`config.mk`:
```
export PLATFORM = sky130hd
export DESIGN_NAME = alu_pipe
export DESIGN_NICKNAME = d
export VERILOG_FILES = /design/src/rtl/alu_pkg.sv /design/src/rtl/alu_comb_core.sv /design/src/rtl/alu_pipe.sv
export SDC_FILE = /design/constraint.sdc
export NUM_CORES = 1
export LEC_CHECK = 0
export ABC_CLOCK_PERIOD_IN_PS = 7250
export CORE_UTILIZATION = 68
export DETAILED_ROUTE_END_ITERATION = 12
export PLACE_DENSITY_LB_ADDON = 0.25
export SLEW_MARGIN = 10
export SYNTH_ARGS = -nofsm -noshare
export SYNTH_HDL_FRONTEND = slang
export SYNTH_SLANG_ARGS = --single-unit
export TNS_END_PERCENT = 100
```
`constraint.sdc`:
```
create_clock -name clk -period 7.25 [get_ports clk]
set_clock_uncertainty 0.15 [all_clocks]
set_input_delay 1.8125 -clock clk [delete_from_list [all_inputs] [get_ports clk]]
set_output_delay 1.8125 -clock clk [all_outputs]
set_load 0.01 [all_outputs]
```
`src/rtl/alu_pkg.sv`:
```
// -----------------------------------------------------------------------------
// alu_pkg
// Shared definitions for the pipelined ALU: opcode encoding, flag bit
// positions, the control FSM states and a helper that packs the flag vector.
// No ports; imported by alu_comb_core and alu_pipe.
// -----------------------------------------------------------------------------
package alu_pkg;

  typedef enum logic [3:0] {
    OP_OR       = 4'd0,
    OP_AND      = 4'd1,
    OP_NAND     = 4'd2,
    OP_NOR      = 4'd3,
    OP_NOT      = 4'd4,
    OP_XOR      = 4'd5,
    OP_ADD      = 4'd6,
    OP_SUB      = 4'd7,
    OP_SHL      = 4'd8,
    OP_SHR      = 4'd9,
    OP_CMP      = 4'd10,
    OP_ROL      = 4'd11,
    OP_ROR      = 4'd12,
    OP_SRA      = 4'd13,
    OP_MUL      = 4'd14,
    OP_RESERVED = 4'd15
  } op_e;

  // Bit positions inside the 4-bit flag vector {overflow, carry, neg, zero}.
  localparam int unsigned ZF = 0;
  localparam int unsigned NF = 1;
  localparam int unsigned CF = 2;
  localparam int unsigned VF = 3;

  typedef enum logic {
    IDLE     = 1'b0,
    MUL_BUSY = 1'b1
  } state_e;

  // Assembles the flag vector so every producer uses the same bit order.
  function automatic logic [3:0] make_flags(input logic v, input logic c,
                                            input logic n, input logic z);
    logic [3:0] f;
    f     = 4'b0000;
    f[VF] = v;
    f[CF] = c;
    f[NF] = n;
    f[ZF] = z;
    return f;
  endfunction

endpackage

```
`src/rtl/alu_comb_core.sv`:
```
// -----------------------------------------------------------------------------
// alu_comb_core
// Purely combinational result/flag generation for every single-cycle opcode.
// MUL and the reserved opcode yield y=0 here; the wrapper decides how they
// are handled.
// Ports:
//   a_i, b_i  [WIDTH]  operands (b_i is also the shift/rotate amount)
//   op_i      op_e     opcode
//   y_o       [WIDTH]  result
//   flags_o   [4]      {overflow, carry, neg, zero}
// -----------------------------------------------------------------------------
module alu_comb_core
  import alu_pkg::*;
#(
  parameter int WIDTH = 32
) (
  input  logic [WIDTH-1:0] a_i,
  input  logic [WIDTH-1:0] b_i,
  input  op_e              op_i,
  output logic [WIDTH-1:0] y_o,
  output logic [3:0]       flags_o
);

  localparam int LOG = $clog2(WIDTH);
  localparam logic [LOG:0] W_AMT = WIDTH[LOG:0];

  logic [WIDTH:0]   sum_s;
  logic [WIDTH-1:0] diff_s;
  logic             big_s;
  logic [LOG-1:0]   amt_s;
  logic [LOG:0]     amt_inv_s;
  logic [WIDTH-1:0] sra_s;
  logic [WIDTH-1:0] y_s;
  logic             c_s;
  logic             v_s;
  logic             n_en_s;

  assign sum_s  = {1'b0, a_i} + {1'b0, b_i};
  assign diff_s = a_i - b_i;
  // WIDTH is a power of two, so b >= WIDTH exactly when any bit above the
  // low LOG bits is set.
  assign big_s     = |b_i[WIDTH-1:LOG];
  assign amt_s     = b_i[LOG-1:0];
  // Complementary rotate amount; a shift by WIDTH yields zero, so amount 0
  // still rotates correctly.
  assign amt_inv_s = W_AMT - {1'b0, amt_s};
  assign sra_s     = $signed(a_i) >>> amt_s;

  // Result and flag selection for all single-cycle opcodes.
  always_comb begin
    y_s    = {WIDTH{1'b0}};
    c_s    = 1'b0;
    v_s    = 1'b0;
    n_en_s = 1'b0;
    case (op_i)
      OP_OR:   y_s = a_i | b_i;
      OP_AND:  y_s = a_i & b_i;
      OP_NAND: y_s = ~(a_i & b_i);
      OP_NOR:  y_s = ~(a_i | b_i);
      OP_NOT:  y_s = ~a_i;
      OP_XOR:  y_s = a_i ^ b_i;
      OP_ADD: begin
        y_s    = sum_s[WIDTH-1:0];
        c_s    = sum_s[WIDTH];
        v_s    = (a_i[WIDTH-1] == b_i[WIDTH-1]) && (sum_s[WIDTH-1] != a_i[WIDTH-1]);
        n_en_s = 1'b1;
      end
      OP_SUB: begin
        y_s    = diff_s;
        c_s    = (a_i < b_i);
        v_s    = (a_i[WIDTH-1] != b_i[WIDTH-1]) && (diff_s[WIDTH-1] != a_i[WIDTH-1]);
        n_en_s = 1'b1;
      end
      OP_SHL: begin
        y_s    = big_s ? {WIDTH{1'b0}} : (a_i << amt_s);
        n_en_s = 1'b1;
      end
      OP_SHR: begin
        y_s    = big_s ? {WIDTH{1'b0}} : (a_i >> amt_s);
        n_en_s = 1'b1;
      end
      OP_SRA: begin
        y_s    = big_s ? {WIDTH{a_i[WIDTH-1]}} : sra_s;
        n_en_s = 1'b1;
      end
      OP_CMP: begin
        if (a_i == b_i) begin
          y_s = {WIDTH{1'b0}};
        end else if (a_i > b_i) begin
          y_s = {{(WIDTH-1){1'b0}}, 1'b1};
        end else begin
          y_s = {WIDTH{1'b1}};
        end
      end
      OP_ROL:  y_s = (a_i << amt_s) | (a_i >> amt_inv_s);
      OP_ROR:  y_s = (a_i >> amt_s) | (a_i << amt_inv_s);
      default: y_s = {WIDTH{1'b0}};
    endcase
  end

  assign y_o     = y_s;
  assign flags_o = make_flags(v_s, c_s, n_en_s & y_s[WIDTH-1], (y_s == {WIDTH{1'b0}}));

endmodule

```
`src/rtl/alu_pipe.sv`:
```
// -----------------------------------------------------------------------------
// alu_pipe
// Registered ALU between operand fetch and writeback. Operands arrive on a
// valid/ready handshake; the result, flags and illegal indication leave from
// an output register that holds under backpressure. MUL is an iterative
// shift-add multiplier taking WIDTH cycles in MUL_BUSY.
// Ports:
//   clk, rst_n          clock, asynchronous active-low reset
//   in_valid/in_ready   operand handshake
//   a, b [WIDTH]        operands; b is also the shift/rotate amount
//   op [4]              opcode (alu_pkg::op_e encoding)
//   out_valid/out_ready result handshake
//   y [WIDTH]           result
//   flags [4]           {overflow, carry, neg, zero}
//   illegal             result came from an unimplemented opcode
// -----------------------------------------------------------------------------
module alu_pipe
  import alu_pkg::*;
#(
  parameter int WIDTH  = 32,
  parameter bit MUL_EN = 1'b1
) (
  input  logic             clk,
  input  logic             rst_n,
  input  logic             in_valid,
  output logic             in_ready,
  input  logic [WIDTH-1:0] a,
  input  logic [WIDTH-1:0] b,
  input  logic [3:0]       op,
  output logic             out_valid,
  input  logic             out_ready,
  output logic [WIDTH-1:0] y,
  output logic [3:0]       flags,
  output logic             illegal
);

  localparam int CW = $clog2(WIDTH);
  localparam logic [CW-1:0] CNT_LAST = CW'(WIDTH - 1);

  state_e           state_q, state_d;
  logic             out_valid_q, out_valid_d;
  logic [WIDTH-1:0] y_q, y_d;
  logic [3:0]       flags_q, flags_d;
  logic             illegal_q, illegal_d;
  logic [WIDTH-1:0] mcand_q, mcand_d;
  logic [WIDTH-1:0] mplier_q, mplier_d;
  logic [WIDTH-1:0] acc_q, acc_d;
  logic [CW-1:0]    cnt_q, cnt_d;

  op_e              op_s;
  logic             accept_s;
  logic             is_mul_s;
  logic             is_illegal_s;
  logic [WIDTH-1:0] core_y_s;
  logic [3:0]       core_flags_s;
  logic [WIDTH-1:0] addend_s;
  logic [WIDTH-1:0] acc_sum_s;

  assign op_s         = op_e'(op);
  assign in_ready     = (state_q == IDLE) && (!out_valid_q || out_ready);
  assign accept_s     = in_valid && in_ready;
  assign is_mul_s     = MUL_EN && (op_s == OP_MUL);
  assign is_illegal_s = (op_s == OP_RESERVED) || ((op_s == OP_MUL) && !MUL_EN);

  assign addend_s  = mplier_q[0] ? mcand_q : {WIDTH{1'b0}};
  assign acc_sum_s = acc_q + addend_s;

  alu_comb_core #(
    .WIDTH (WIDTH)
  ) u_core (
    .a_i     (a),
    .b_i     (b),
    .op_i    (op_s),
    .y_o     (core_y_s),
    .flags_o (core_flags_s)
  );

  // Next-state logic: FSM, output register loads and multiplier steps.
  always_comb begin
    state_d     = state_q;
    // A presented result retires when the consumer takes it.
    out_valid_d = out_valid_q && !out_ready;
    y_d         = y_q;
    flags_d     = flags_q;
    illegal_d   = illegal_q;
    mcand_d     = mcand_q;
    mplier_d    = mplier_q;
    acc_d       = acc_q;
    cnt_d       = cnt_q;
    case (state_q)
      IDLE: begin
        if (accept_s) begin
          if (is_mul_s) begin
            state_d  = MUL_BUSY;
            mcand_d  = a;
            mplier_d = b;
            acc_d    = {WIDTH{1'b0}};
            cnt_d    = {CW{1'b0}};
          end else if (is_illegal_s) begin
            y_d         = {WIDTH{1'b0}};
            flags_d     = make_flags(1'b0, 1'b0, 1'b0, 1'b1);
            illegal_d   = 1'b1;
            out_valid_d = 1'b1;
          end else begin
            y_d         = core_y_s;
            flags_d     = core_flags_s;
            illegal_d   = 1'b0;
            out_valid_d = 1'b1;
          end
        end else begin
          state_d = IDLE;
        end
      end
      MUL_BUSY: begin
        acc_d    = acc_sum_s;
        mcand_d  = {mcand_q[WIDTH-2:0], 1'b0};
        mplier_d = {1'b0, mplier_q[WIDTH-1:1]};
        cnt_d    = cnt_q + CW'(1);
        // The output register is free here: accepting the MUL retired any
        // earlier result, so completion never overwrites a held value.
        if (cnt_q == CNT_LAST) begin
          state_d     = IDLE;
          y_d         = acc_sum_s;
          flags_d     = make_flags(1'b0, 1'b0, acc_sum_s[WIDTH-1],
                                   (acc_sum_s == {WIDTH{1'b0}}));
          illegal_d   = 1'b0;
          out_valid_d = 1'b1;
        end else begin
          state_d = MUL_BUSY;
        end
      end
      default: state_d = IDLE;
    endcase
  end

  // State, output and multiplier registers.
  always_ff @(posedge clk or negedge rst_n) begin
    if (!rst_n) begin
      state_q     <= IDLE;
      out_valid_q <= 1'b0;
      y_q         <= {WIDTH{1'b0}};
      flags_q     <= 4'b0000;
      illegal_q   <= 1'b0;
      mcand_q     <= {WIDTH{1'b0}};
      mplier_q    <= {WIDTH{1'b0}};
      acc_q       <= {WIDTH{1'b0}};
      cnt_q       <= {CW{1'b0}};
    end else begin
      state_q     <= state_d;
      out_valid_q <= out_valid_d;
      y_q         <= y_d;
      flags_q     <= flags_d;
      illegal_q   <= illegal_d;
      mcand_q     <= mcand_d;
      mplier_q    <= mplier_d;
      acc_q       <= acc_d;
      cnt_q       <= cnt_d;
    end
  end

  assign out_valid = out_valid_q;
  assign y         = y_q;
  assign flags     = flags_q;
  assign illegal   = illegal_q;

endmodule

```
==> flow_summary.toml, run 1 <==
[run_status]
outcome = "did not finish"
failing_step = "global routing"
toolErrorMsg = "[ERROR GRT-0116] Global routing finished with congestion. Check the congestion regions in the DRC Viewer."

[floorplanning]
die_y_um = 186
die_w_um = 186
io_pins = 111
start_util = 0.697
rows = 66

[yosys]
synth-edff-count = 0
synth_area_per_cell_um2 = 7.37
yosysTopAreaCell = "dfrtp_1"
synth-seq-cells = 140
syn_nets = 3325
synth_top_area_share = 0.153
yosysSeqAreaShare = 0.153
ys_types = 94
synthTopCellsByArea = "dfrtp_1 (15%), ha_1 (7.8%), mux4_2 (6.6%), nand2_1 (6.0%), mux2i_1 (5.8%)"
syn_inst = 3108
synth.cell_area_um2 = 22900
ys_warn_count = 0
synthFlopType = "dfrtp_1"
synthArstFlopShare = 1.00

[place]
gp_congestion = 1.70
post-place-ws_ns = 0.423
dp_hpwl_um = 82600
portBuffers = 110

[clocking]
clk_path_buf_depth = 2
root_buffer = "clkbuf_16"
cts.sinks = 140
htree_levels = 4
cts_made_buffers = 17
cts.hold.buffers_added = 0
cts_resized = 0
postCtsSetupRepairBufs = 0

[global_routing]
grt_pass1_wl_um = 187000
grt_max_degree = 122
grt_overflow = 101
grt_pass1_vias = 29769
grt_usage = 0.727
## per-layer routing
layer | GRT overflow | track usage
met5 | 0 | 0.324
met3 | 7 | 0.610
met4 | 40 | 0.648
met2 | 51 | 0.866
met1 | 3 | 0.751
## stage by stage
| stage | area, um2 | std cells | hold slack (ns) |
|---|---|---|---|
| 2_1_floorplan | 22900 | 3108 | 0.302 |
| 3_3_place_gp | 24500 | 3539 | 0.311 |
| 3_5_place_dp | 24500 | 3539 | 0.315 |
| 4_1_cts | 25100 | 3571 | 0.330 |
## synth_stat cells (21+ instances only)
master,instances
nand2_1,368
nor2_1,320
o21ai_0,242
a21oi_1,234
clkbuf_1,187
ha_1,142
dfrtp_1,140
mux2i_1,133
inv_1,111
nor3_1,80
mux4_2,67
o211ai_1,63
mux2_2,61
nand3_1,61
a211oi_1,56
and2_1,50
nor4_1,41
o22ai_1,41
a31oi_1,38
nor2b_1,37
xnor2_1,36
nand2b_1,34
a21o_1,28
nand4_1,28
buf_1,27
o21a_1,26
a221oi_1,23
a22oi_1,21
buf_2,21
## kinds of logic after synthesis
group / after synthesis / share of synthesized area
adder cells (fa/ha/maj): 145 / 0.0801
XOR/XNOR: 58 / 0.0233
AND/OR/NAND/NOR: 1115 / 0.226
multiplexers: 268 / 0.161
buffers and inverters: 377 / 0.0691
flip-flops: 140 / 0.153
AO/OA/AOI/OAI: 1005 / 0.288
==> run 2: changes to the inputs <==
--- a/config.mk
+++ b/config.mk
@@ -6,9 +6,9 @@
 export NUM_CORES = 1
 export LEC_CHECK = 0
 export ABC_CLOCK_PERIOD_IN_PS = 7250
-export CORE_UTILIZATION = 68
+export CORE_UTILIZATION = 40
 export DETAILED_ROUTE_END_ITERATION = 12
-export PLACE_DENSITY_LB_ADDON = 0.25
+export PLACE_DENSITY_LB_ADDON = 0.15
 export SLEW_MARGIN = 10
 export SYNTH_ARGS = -nofsm -noshare
 export SYNTH_HDL_FRONTEND = slang
==> run 2 against run 1 <==
The run now ends clean. Area after synthesis stayed put. Synthesized cell count is the same.
==> flow_summary.toml, run 2 <==
[run_status]
outcome = "completed"

[finish]
syn2layout_area_growth_pct = 15.1
fin_nets = 3428
drive_gt1_frac = 0.141
final_common_cell = "nand2_1"
layout_common_cells = "nand2_1 (367), nor2_1 (318), o21ai_0 (241)"
stdcell_count = 3987
postLayoutCellArea_um2 = 26400

[pwr]
fin_total_pwr_mw = 5.28
ir_worst_vdd_mv = 0.190
p_leak_nw = 11.0
p_per_area_nw_per_um2 = 200

[yosys]
synthAdderAreaFrac = 0.0801
syn_nets = 3325
synth-xor-area-share = 0.0233
synthTopCellsByArea = "dfrtp_1 (15%), ha_1 (7.8%), mux4_2 (6.6%), nand2_1 (6.0%), mux2i_1 (5.8%)"
synth-compound-area-share = 0.288
ys_types = 94
ys_warn_count = 0
yosysTopAreaCell = "dfrtp_1"
synthSimpleGateAreaFrac = 0.226
synth_top_family_by_area = "compound AO/OA/AOI/OAI gates"
synth_area_per_cell_um2 = 7.37
synthFlopType = "dfrtp_1"
synth-seq-cells = 140
synth.cell_area_um2 = 22900
synth_top_area_share = 0.153
synthArstFlopShare = 1.00
synth-edff-count = 0
synth_most_common_cell = "nand2_1"
syn_inst = 3108
synthMuxAreaShare = 0.161
synthTopCellsByCount = "nand2_1 (368), nor2_1 (320), o21ai_0 (242)"
yosysSeqAreaShare = 0.153

[drt]
vias_per_cell = 7.27
drt_wl_total_um = 145000
route.vias.total = 28968
detail-route-antenna-nets = 0
wire_per_inst_um = 36.4
dr.pass1.iters = 7
post-route-drc-count = 0
drt_iter0_drc = 4702

[clocking]
cts.sinks = 140
cts_made_buffers = 17
postCtsSetupRepairBufs = 0
htree_levels = 4
clk_pin_slew_ns = 0.07
root_buffer = "clkbuf_16"
cts.hold.buffers_added = 0
cts_resized = 0
clk_path_buf_depth = 2
cts_tree = "done"
insertion_delay_ns = 0.46

[critical_path]
r2r-start = "mplier_q[0]"
crit_type = "in -> reg"
required_ns = 7.47
crit_fanout = 8
reg2reg_depth = 15
rrSetupSlack_ns = 2.08
regToRegEndpoint = "y[30]"
cp-end-kind = "register"
cp-start-kind = "primary input"
crit_arrival_ns = 6.98

[floorplanning]
die_w_um = 241
die-area_um2 = 58300
rows = 87
io_pins = 111
die_y_um = 241
start_util = 0.406
core_um2 = 56500

[timing]
period_share = 0.931
slew-limit-headroom = 0.121
fin_crit_ns = 6.75
slew_viol_final = 0
fmax_ghz = 0.148
timing.setup.tns_ns = 0
setup_viol = 0
fin_ws_ns = 0.499
hold_viol = 0
grt_setup_unrepaired = "no"
worst_slew_pin_slew_ns = 1.28

[place]
placedCellCount = 3948
placed_cell_area_um2 = 25800
dp_hpwl_um = 113000
post-place-ws_ns = 0.239
portBuffers = 110
gp_congestion = 1.15

[global_routing]
grt_usage = 0.490
grt_pass1_wl_um = 202000
grt_max_degree = 107
grt_overflow = 0
grt_pass1_vias = 26647
antenna_found_initial = 17

[job]
cap_violations = 0

[worst_hold_path]
hold_depth = 2
whs_endpoint = "mplier_q[20]"
min_from = "mplier_q[21]"
min_path_type = "reg -> reg"
-- run 2: how the worst max path moves through the flow --
stage	startpoint	slack, ns	end
global placement	a[0]	0.41	flags[0]
CTS	a[17]	0.70	flags[0]
floorplan	b[1]	0.30	flags[0]
detailed placement	a[17]	0.24	flags[0]
finish	a[17]	0.50	flags[0]
global route	a[17]	0.30	flags[1]
-- run 2: critical path: stages --
cell and delay [ns]:
clkdlybuf4s50_1 0.51, inv_1 0.25, ha_1 0.61, inv_1 0.16
o21a_1 0.15, or4b_2 0.62, a2111oi_0 0.54, buf_4 0.23
o311a_1 0.20, nor2_1 0.13, a221o_1 0.42, a211oi_1 0.51
o211ai_1 0.16, nor4_1 0.30, buf_4 0.17, nand2_1 0.05
o21ai_1 0.14
-- run 2: kinds of logic after synthesis --
group,Yosys count
simple gates,1115
xor+xnor,58
mux,268
flops,140
compound gates,1005
fa+ha+maj,145
buf+inv,377
-- run 2: cell type report --
class                   count  area, um2
clock buffers              17        425
clock inverters            15        150
multi-input cells        2591      17900
flip-flops and latches    140       3510
repair buffers            344       2960
diodes                      7       17.5
fillers                  5614      30100
inverters                 117        439
well taps                 756        946
-- run 2: metrics by stage --
| step | util | hold slack (ns) |
|---|---|---|
| CTS | 0.467 | 0.342 |
| floorplan | - | 0.302 |
| detailed placement | 0.456 | 0.324 |
| global route | 0.467 | 0.358 |
| finish | 0.467 | 0.337 |
| global placement | 0.456 | 0.316 |
-- run 2: where the power goes --
group	switching, mW	total, mW	internal, mW
combinational	1.97	3.09	1.12
sequential	0.237	1.31	1.08
clock	0.419	0.876	0.457
total	2.63	5.28	2.66
-- run 2: layer usage --
layer  vias up  wire length, um  track usage
li1      11812                -            -
met1     13886            53700        0.623
met2      2612            58600        0.700
met3       638            21100        0.175
met4        20            11500        0.306
met5         -              244       0.0109
(Power assumes the default switching activity.)
